==> src/rtl/ddc_scale_round_mc_pkg.sv <==
// rtl/ddc_scale_round_mc_pkg.sv - shared types, constants and helpers for the DDC scale/round back end
package ddc_scale_round_mc_pkg;

  typedef enum logic [1:0] {
    ST_IDLE  = 2'd0,
    ST_PROC  = 2'd1,
    ST_DRAIN = 2'd2
  } state_t;

  // Control register: {trunc_mode, chan_en[15:0]} at settings offset NCHAN
  localparam int CTRL_TRUNC_BIT = 16;
  localparam int CTRL_WIDTH     = 17;
  localparam int MAX_CHAN       = 16;

  typedef struct packed {
    logic       valid;
    logic       is_q;
    logic [3:0] chan;
    logic       last;
  } lane_tag_t;

  function automatic logic [4:0] popcount16(input logic [15:0] v);
    logic [4:0] n;
    n = '0;
    for (int i = 0; i < 16; i++) n = n + {4'd0, v[i]};
    return n;
  endfunction

  function automatic logic [3:0] lowest_set(input logic [15:0] v);
    logic [3:0] idx;
    idx = '0;
    for (int i = 15; i >= 0; i--) begin
      if (v[i]) idx = 4'(i);
    end
    return idx;
  endfunction

endpackage

==> src/rtl/ddc_out_fifo.sv <==
// rtl/ddc_out_fifo.sv - synchronous show-ahead FIFO with registered count and free-space output
module ddc_out_fifo #(
  parameter int WIDTH = 37,
  parameter int DEPTH = 16
) (
  input  logic                   clk,
  input  logic                   clr,
  input  logic                   wr_en,
  input  logic [WIDTH-1:0]       wr_data,
  input  logic                   rd_en,
  output logic [WIDTH-1:0]       rd_data,
  output logic                   rd_valid,
  output logic [$clog2(DEPTH):0] free
);

  localparam int AW = $clog2(DEPTH);
  localparam logic [AW:0] DEPTH_C = (AW + 1)'(DEPTH);

  logic [WIDTH-1:0] mem_q [DEPTH];
  logic [AW-1:0]    wr_ptr_q, wr_ptr_d, rd_ptr_q, rd_ptr_d;
  logic [AW:0]      count_q, count_d;
  logic             do_wr, do_rd;

  // A pop frees the slot in the same cycle, so a full FIFO still takes a write
  always_comb begin
    do_rd    = rd_en && (count_q != '0);
    do_wr    = wr_en && ((count_q != DEPTH_C) || do_rd);
    wr_ptr_d = do_wr ? wr_ptr_q + AW'(1) : wr_ptr_q;
    rd_ptr_d = do_rd ? rd_ptr_q + AW'(1) : rd_ptr_q;
    case ({do_wr, do_rd})
      2'b10:   count_d = count_q + (AW + 1)'(1);
      2'b01:   count_d = count_q - (AW + 1)'(1);
      default: count_d = count_q;
    endcase
  end

  always_ff @(posedge clk) begin
    if (clr) begin
      wr_ptr_q <= '0;
      rd_ptr_q <= '0;
      count_q  <= '0;
    end else begin
      wr_ptr_q <= wr_ptr_d;
      rd_ptr_q <= rd_ptr_d;
      count_q  <= count_d;
    end
  end

  always_ff @(posedge clk) begin
    if (do_wr) mem_q[wr_ptr_q] <= wr_data;
  end

  assign rd_valid = (count_q != '0);
  assign rd_data  = rd_valid ? mem_q[rd_ptr_q] : '0;
  assign free     = DEPTH_C - count_q;

endmodule

==> src/rtl/setting_reg.sv <==
// rtl/setting_reg.sv - settings-bus register, loads when strobed at its address
module setting_reg #(
  parameter int MY_ADDR = 0,
  parameter int WIDTH   = 32
) (
  input  logic             clk,
  input  logic             rst,
  input  logic             strobe,
  input  logic [7:0]       addr,
  input  logic [31:0]      data_in,
  output logic [WIDTH-1:0] data_out
);

  logic [WIDTH-1:0] val_q, val_d;
  logic             unused_bits;

  assign unused_bits = ^data_in;

  always_comb begin
    val_d = val_q;
    if (strobe && (addr == 8'(MY_ADDR))) val_d = data_in[WIDTH-1:0];
  end

  always_ff @(posedge clk) begin
    if (rst) val_q <= '0;
    else     val_q <= val_d;
  end

  assign data_out = val_q;

endmodule

==> src/rtl/ddc_scale_round_mc.sv <==
// rtl/ddc_scale_round_mc.sv - multi-channel scale/round/saturate back end with shared multiplier and output FIFO
module ddc_scale_round_mc
  import ddc_scale_round_mc_pkg::*;
#(
  parameter int BASE        = 0,
  parameter int NCHAN       = 2,
  parameter int WIDTH_IN    = 24,
  parameter int WIDTH_OUT   = 16,
  parameter int SCALE_WIDTH = 18,
  parameter int SCALE_SHIFT = 22,
  parameter int FIFO_DEPTH  = 16
) (
  input  logic                      clk,
  input  logic                      rst,
  input  logic                      clr,
  input  logic                      set_stb,
  input  logic [7:0]                set_addr,
  input  logic [31:0]               set_data,
  input  logic [NCHAN*WIDTH_IN-1:0] in_i,
  input  logic [NCHAN*WIDTH_IN-1:0] in_q,
  input  logic                      in_stb,
  input  logic                      run,
  output logic [2*WIDTH_OUT-1:0]    o_tdata,
  output logic [3:0]                o_tchan,
  output logic                      o_tlast,
  output logic                      o_tvalid,
  input  logic                      o_tready,
  output logic                      overflow,
  output logic                      clipped,
  output logic [15:0]               drop_count
);

  localparam int PW = WIDTH_IN + SCALE_WIDTH;
  localparam int FW = $clog2(FIFO_DEPTH) + 1;
  localparam int QW = 2 * WIDTH_OUT + 5;
  localparam logic [15:0]          CHAN_MASK = 16'((32'd1 << NCHAN) - 32'd1);
  localparam logic signed [PW-1:0] RND_BIAS  = PW'(64'sd1 <<< (SCALE_SHIFT - 1));
  localparam logic signed [PW-1:0] SAT_MAX   = PW'((64'sd1 <<< (WIDTH_OUT - 1)) - 64'sd1);
  localparam logic signed [PW-1:0] SAT_MIN   = PW'(-(64'sd1 <<< (WIDTH_OUT - 1)));

  logic                       clear;
  logic [SCALE_WIDTH-1:0]     scale_arr  [MAX_CHAN];
  logic [WIDTH_IN-1:0]        lane_i_arr [MAX_CHAN];
  logic [WIDTH_IN-1:0]        lane_q_arr [MAX_CHAN];
  logic [CTRL_WIDTH-1:0]      ctrl;
  logic [NCHAN*WIDTH_IN-1:0]  samp_i_q, samp_i_d, samp_q_q, samp_q_d;

  assign clear = rst || clr;

  // Unused channel slots read as zero so the 4-bit channel index covers the arrays
  for (genvar c = 0; c < MAX_CHAN; c++) begin : g_chan
    if (c < NCHAN) begin : g_used
      setting_reg #(.MY_ADDR(BASE + c), .WIDTH(SCALE_WIDTH)) u_scale (
        .clk      (clk),
        .rst      (rst),
        .strobe   (set_stb),
        .addr     (set_addr),
        .data_in  (set_data),
        .data_out (scale_arr[c])
      );
      assign lane_i_arr[c] = samp_i_q[c*WIDTH_IN +: WIDTH_IN];
      assign lane_q_arr[c] = samp_q_q[c*WIDTH_IN +: WIDTH_IN];
    end else begin : g_unused
      assign scale_arr[c]  = '0;
      assign lane_i_arr[c] = '0;
      assign lane_q_arr[c] = '0;
    end
  end

  setting_reg #(.MY_ADDR(BASE + NCHAN), .WIDTH(CTRL_WIDTH)) u_ctrl (
    .clk      (clk),
    .rst      (rst),
    .strobe   (set_stb),
    .addr     (set_addr),
    .data_in  (set_data),
    .data_out (ctrl)
  );

  logic [15:0]   en_mask;
  logic [4:0]    en_count;
  logic [FW-1:0] fifo_free;
  logic          stb_valid, fits, accept, drop, issue;

  assign en_mask   = ctrl[15:0] & CHAN_MASK;
  assign en_count  = popcount16(en_mask);
  assign stb_valid = in_stb && run && (en_count != 5'd0);
  assign fits      = 32'(fifo_free) >= 32'(en_count);

  state_t      state_q, state_d;
  logic [15:0] rem_q, rem_d;
  logic        lane_q, lane_d, trunc_q, trunc_d, drain_q, drain_d;
  logic [3:0]  cur_chan;
  logic        cur_last;

  assign cur_chan = lowest_set(rem_q);
  assign cur_last = ((rem_q & (rem_q - 16'd1)) == 16'd0);

  always_ff @(posedge clk) begin
    if (clear) state_q <= ST_IDLE;
    else       state_q <= state_d;
  end

  always_comb begin
    state_d = state_q;
    case (state_q)
      ST_IDLE:  if (stb_valid && fits) state_d = ST_PROC;
      ST_PROC:  if (lane_q && cur_last) state_d = ST_DRAIN;
      ST_DRAIN: if (drain_q) state_d = ST_IDLE;
      default:  state_d = ST_IDLE;
    endcase
  end

  always_comb begin
    accept = (state_q == ST_IDLE) && stb_valid && fits;
    drop   = stb_valid && !accept;
    issue  = (state_q == ST_PROC);
  end

  // rem_q holds the enabled channels still to be issued; lowest bit is served next
  always_comb begin
    samp_i_d = samp_i_q;
    samp_q_d = samp_q_q;
    rem_d    = rem_q;
    lane_d   = lane_q;
    trunc_d  = trunc_q;
    drain_d  = 1'b0;
    if (accept) begin
      samp_i_d = in_i;
      samp_q_d = in_q;
      rem_d    = en_mask;
      lane_d   = 1'b0;
      trunc_d  = ctrl[CTRL_TRUNC_BIT];
    end
    if (issue) begin
      lane_d = !lane_q;
      if (lane_q) rem_d = rem_q & ~(16'd1 << cur_chan);
    end
    if (state_q == ST_DRAIN) drain_d = !drain_q;
  end

  lane_tag_t                s1_q, s1_d, s2_q, s2_d;
  logic signed [WIDTH_IN-1:0]    x_mux;
  logic signed [SCALE_WIDTH-1:0] k_mux;
  logic signed [PW-1:0]     p_q, p_d, biased, shifted;
  logic [WIDTH_OUT-1:0]     r_q, r_d, i_hold_q, i_hold_d;
  logic                     sat;

  always_comb begin
    x_mux = lane_q ? lane_q_arr[cur_chan] : lane_i_arr[cur_chan];
    k_mux = scale_arr[cur_chan];
    p_d   = PW'(x_mux) * PW'(k_mux);
    s1_d  = '{valid: issue, is_q: lane_q, chan: cur_chan, last: cur_last};
  end

  always_comb begin
    biased  = trunc_q ? p_q : p_q + RND_BIAS;
    shifted = biased >>> SCALE_SHIFT;
    sat     = 1'b0;
    if (shifted > SAT_MAX) begin
      r_d = SAT_MAX[WIDTH_OUT-1:0];
      sat = 1'b1;
    end else if (shifted < SAT_MIN) begin
      r_d = SAT_MIN[WIDTH_OUT-1:0];
      sat = 1'b1;
    end else begin
      r_d = shifted[WIDTH_OUT-1:0];
    end
    s2_d     = s1_q;
    i_hold_d = (s2_q.valid && !s2_q.is_q) ? r_q : i_hold_q;
  end

  logic        overflow_q, overflow_d, clipped_q, clipped_d;
  logic [15:0] drop_count_q, drop_count_d;

  always_comb begin
    overflow_d   = overflow_q || drop;
    clipped_d    = clipped_q || (sat && s1_q.valid);
    drop_count_d = drop_count_q;
    if (drop && (drop_count_q != 16'hFFFF)) drop_count_d = drop_count_q + 16'd1;
  end

  always_ff @(posedge clk) begin
    samp_i_q <= samp_i_d;
    samp_q_q <= samp_q_d;
    p_q      <= p_d;
  end

  always_ff @(posedge clk) begin
    if (clear) begin
      rem_q        <= '0;
      lane_q       <= 1'b0;
      trunc_q      <= 1'b0;
      drain_q      <= 1'b0;
      s1_q         <= '0;
      s2_q         <= '0;
      r_q          <= '0;
      i_hold_q     <= '0;
      overflow_q   <= 1'b0;
      clipped_q    <= 1'b0;
      drop_count_q <= '0;
    end else begin
      rem_q        <= rem_d;
      lane_q       <= lane_d;
      trunc_q      <= trunc_d;
      drain_q      <= drain_d;
      s1_q         <= s1_d;
      s2_q         <= s2_d;
      r_q          <= r_d;
      i_hold_q     <= i_hold_d;
      overflow_q   <= overflow_d;
      clipped_q    <= clipped_d;
      drop_count_q <= drop_count_d;
    end
  end

  // Beat is complete once the Q result of a channel leaves the round/saturate stage
  logic          fifo_wr;
  logic [QW-1:0] fifo_wdata, fifo_rdata;

  assign fifo_wr    = s2_q.valid && s2_q.is_q;
  assign fifo_wdata = {i_hold_q, r_q, s2_q.chan, s2_q.last};

  ddc_out_fifo #(.WIDTH(QW), .DEPTH(FIFO_DEPTH)) u_fifo (
    .clk      (clk),
    .clr      (clear),
    .wr_en    (fifo_wr),
    .wr_data  (fifo_wdata),
    .rd_en    (o_tready),
    .rd_data  (fifo_rdata),
    .rd_valid (o_tvalid),
    .free     (fifo_free)
  );

  assign o_tdata    = fifo_rdata[QW-1:5];
  assign o_tchan    = fifo_rdata[4:1];
  assign o_tlast    = fifo_rdata[0];
  assign overflow   = overflow_q;
  assign clipped    = clipped_q;
  assign drop_count = drop_count_q;

endmodule
==> config.mk <==
export PLATFORM = sky130hd
export DESIGN_NAME = ddc_scale_round_mc
export DESIGN_NICKNAME = d
export VERILOG_FILES = /design/src/rtl/ddc_scale_round_mc_pkg.sv /design/src/rtl/ddc_out_fifo.sv /design/src/rtl/setting_reg.sv /design/src/rtl/ddc_scale_round_mc.sv
export SDC_FILE = /design/constraint.sdc
export NUM_CORES = 2
export LEC_CHECK = 0
export ABC_AREA = 1
export BUFFER_PORTS_ARGS = -buffer_cell sky130_fd_sc_hd__buf_2
export CAP_MARGIN = 10
export CORE_UTILIZATION = 40
export CTS_BUF_LIST = sky130_fd_sc_hd__clkbuf_8
export CTS_CLUSTER_SIZE = 14
export DETAILED_ROUTE_END_ITERATION = 12
export GPL_TIMING_DRIVEN = 1
export SYNTH_ARGS = -nofsm -noshare
export SYNTH_HDL_FRONTEND = slang
export SYNTH_SLANG_ARGS = --single-unit
==> constraint.sdc <==
create_clock -name clk -period 15.4 [get_ports clk]
set_input_delay 3.08 -clock clk [delete_from_list [all_inputs] [get_ports clk]]
set_output_delay 3.08 -clock clk [all_outputs]
set_load 0.01 [all_outputs]
==> run summary <==
The worst setup path is of the reg -> reg kind. Routability-driven placement finished with a final weighted congestion of 0.889. The quantity of I/O buffers inserted on ports is 184. The run gives 34,578 as the number of global-route vias before repair. At the pin with the least slew margin, the transition time is 1.12 ns. The tools report the fill cell total of the finished layout as 11,376. The Yosys step of the flow raised 0 warnings. The die covers 123,000 um2. The run gives 0.214 as the overall fraction of global-route tracks in use. Setup repair after global routing left no endpoint under its margin.

Once the clock tree was built, the resizer swapped 0 gates to a different size. Sequential fraction of the synthesis area: 0.492. From bottom edge to top edge, the die measures 351 um. In this run the post-CTS setup repair buffer count came out at 0. For the hold violation count in the final report, the log shows 0. The logs give 6.48 ns for the final worst slack and 127 for the number of rows created at floorplan.

The run gives 48,600 um2 as the cell area after synthesis. Core area: 120,000 um2. Max-cap violations in this run came to 0. Summed over all failing endpoints, the final setup total negative slack is 0 ns.

For this run, the top clock speed supported by timing is 112 MHz. The logs give 0.405 for the initial standard-cell utilization of the core and 0.255 for the normalized max-slew margin. The tools report the max-slew violation count as 0.

The total overflow left after global routing is 0. The tightest min-delay check is of the reg -> reg type. Critical-path cell with the highest stage delay: sky130_fd_sc_hd__fa_1. In this design, the stage delay of the slowest critical-path cell is 0.91 ns. The final cell utilization of the core was 0.449.

The ratio of routed vias to standard cells was 5.24; the clock transition at the registers of the reported paths was 0.06 ns. The cell depth of the worst min-delay path was 2; the post-placement worst setup slack was 6.57 ns. Measured along the x axis, the die boundary spans 351 um. IR analysis of the VDD net gives a maximum drop of 0.0719 mV. The share of async-settable or async-resettable flops after synthesis is 0, and the logic depth of the worst register-to-register path is 37. The library cell used most frequently in the layout, excluding fill and tap cells, is sky130_fd_sc_hd__inv_1. The netlist uses 57 different library cells. The total clock buffers created by CTS is 140. The average instance area after synthesis was 10.7 um2. 199 I/O pins were placed. The first routing iteration left 2,715 violations. The analysis attributes to cell leakage a power of 22.3 nW.

Relative to the synthesized area, the layout overhead comes to 10.9%. Summing all flip-flop and latch instances after layout gives 23,900 um2. The flow ran to the end, and the final reports show no timing, DRC or antenna violations. In this run the number of H-tree levels came out at 4. The tools report the count of nets left with antenna violations after detail routing as 0. Startpoint class of the critical path: a flop.

The share of layout cells above drive strength 1 was 0.108. The latest clock arrival within the worst-skew pair came out at 0.85 ns. In the routed design, unresolved DRC markers number 0.

The largest clock skew in the final design was 0.0506 ns; the hold buffer count at CTS was 0. In this run the power density over the cells is 83.5 nW/um2. For the multi-input combinational cell area, the log shows 21,200 um2. Clock tree synthesis selected as its root buffer the cell sky130_fd_sc_hd__clkbuf_8. The cell count after synthesis came out at 4,550.

The run gives 127 as the pin count of the biggest net entering global routing. Non-filler instance count after layout: 6,441. Setup violations remaining at the end of the flow were counted as 0. The tools report the half-perimeter wire length of the detailed placement result as 83,700 um.

The data arrival time of the worst path was 9.70 ns; the wire length of the first global-routing pass was 199,000 um. The peak fanout along the critical path works out to 64. For the worst setup path, the data required time is 16.17 ns.

The shortest clock period the worst path allows after layout came out at 8.92 ns. Number of antenna violations at the first check in global routing: 10. For the number of detailed-routing iterations run before antenna repair, the log shows 6. In the layout the commonest cells are sky130_fd_sc_hd__inv_1 (735), sky130_fd_sc_hd__edfxtp_1 (688), sky130_fd_sc_hd__nor2_1 (665), sky130_fd_sc_hd__nand2_1 (469), sky130_fd_sc_hd__fa_1 (425). The run gives 850 as the clock sink count. The type of element capturing the critical path is a flop. The detailed router placed 33,753 vias in this run.

The final clock period utilization by the worst path was 0.580. TritonCTS built the clock tree. When the netlist entered floorplanning its net count stood at 5,235.

The number of synthesized flops with an enable pin was 688. The net count of the finished layout is 5,395. Counting tap cells, the placed design contains a total of 6,180 instances. The most instantiated flip-flop cell in the synthesis netlist is sky130_fd_sc_hd__edfxtp_1.

The number of synthesized register bits works out to 850. After detailed routing, the average wire length per cell comes to 20.1 um. The run gives 3 as the number of buffers between clock root and the deepest sink. The cell type with the highest occurrence count on the critical path is sky130_fd_sc_hd__nand2_1. Summed over all layers, the routed wires come to 129,000 um. Total power for the finished layout comes to 4.50 mW.
[layer usage]
metal | up-vias | GRT usage | wire length, um
met5 | - | 0 | 44
met4 | 8 | 0.0815 | 3890
met3 | 220 | 0.0438 | 9480
met2 | 1189 | 0.359 | 62800
met1 | 16799 | 0.270 | 53000
li1 | 15537 | - | -
[state kept, by name, summed over array words and instances (netlist names), 5 cells and up, named ones only]
signal	cells
u_fifo.mem_q	592
samp_i_q	48
samp_q_q	48
g_chan.g_used.u_scale.data_out	36
p_q	21
drop_count	16
i_hold_q	16
r_q	16
rem_q	16
s1_q	7
fifo_wdata	5
u_fifo.count_q	5
[kinds of logic (layout without fill, tap and decap cells)]
logic type / count (synthesis) / after routing / share of synthesized area
DFF: 850 / 850 / 0.492
buffers and inverters: 932 / 1209 / 0.0739
muxes: 1 / 1 / 0.000206
xor gates and xnor gates: 45 / 45 / 0.00826
other: 0 / 2 / 0
adders and majority gates: 542 / 542 / 0.205
and+or+nand+nor: 1330 / 1330 / 0.112
AOI/OAI and AO/OA: 850 / 850 / 0.108
[cell usage after synthesis (10+ instances only)]
master                       n  area, um2
sky130_fd_sc_hd__a211oi_1   45        338
sky130_fd_sc_hd__edfxtp_1  688      20700
sky130_fd_sc_hd__buf_1      11       41.3
sky130_fd_sc_hd__xor2_1     29        254
sky130_fd_sc_hd__o211ai_1   50        375
sky130_fd_sc_hd__fa_1      425       8510
sky130_fd_sc_hd__nand2_1   469       1760
sky130_fd_sc_hd__ha_1      117       1460
sky130_fd_sc_hd__dfxtp_1   162       3240
sky130_fd_sc_hd__o21ai_0   368       1840
sky130_fd_sc_hd__o221ai_1  102        893
sky130_fd_sc_hd__nand4_1    18        113
sky130_fd_sc_hd__o22ai_1    50        313
sky130_fd_sc_hd__nor2_2     13       81.3
sky130_fd_sc_hd__nor3_1     27        135
sky130_fd_sc_hd__inv_2      24       90.1
sky130_fd_sc_hd__buf_2      51        255
sky130_fd_sc_hd__inv_1     688       2580
sky130_fd_sc_hd__clkbuf_1  148        556
sky130_fd_sc_hd__a31oi_1    12       75.1
sky130_fd_sc_hd__o21a_1     10       75.1
sky130_fd_sc_hd__xnor2_1    15        131
sky130_fd_sc_hd__a22oi_1    63        473
sky130_fd_sc_hd__nand3_1    65        325
sky130_fd_sc_hd__nand3_2    25        250
sky130_fd_sc_hd__a21oi_1   114        571
sky130_fd_sc_hd__nor2_1    683       2560
[worst max-delay path, delay by kind of cell (launching register included)]
kind,cells,cell delay [ns]
DFF,1,0.44
buffers and inverters,8,1.41
AOI/OAI and AO/OA,3,0.52
adders and majority gates,7,4.07
and+or+nand+nor,18,2.24
xor gates and xnor gates,1,0.16
[layout make-up]
type / count / area share
flip-flops and latches: 850 / 0.444
multi-input cells: 2768 / 0.394
inverters: 715 / 0.0501
clock buffers: 151 / 0.0385
well taps: 1612 / 0.0374
repair buffers: 235 / 0.0242
clock inverters: 108 / 0.0120
diodes: 2 / 0.0000928
[path summary, 6_finish.rpt]
path | from | endpoint | slack [ns]
worst max-delay path | rem_q[12] | p_q[40] | 6.48
worst min-delay path | s1_q[5] | s2_q[5] | 0.41
worst max register to register | rem_q[12] | p_q[40] | 6.48
worst min register to register | s1_q[5] | s2_q[5] | 0.41
[metrics by stage]
stage	hold slack [ns]	cell area (um2)
floorplan	0.394	48600
global placement	0.403	51200
detailed placement	0.402	51200
CTS	0.417	53900
global route	0.437	53900
finish	0.414	53900
[power breakdown]
group          total, mW  switching, mW  internal [mW]
combinational      0.128         0.0855         0.0422
sequential          2.47        0.00899           2.46
clock               1.90          0.940          0.964
total               4.50           1.03           3.47
Note: power is estimated with default switching activity, not from simulation.
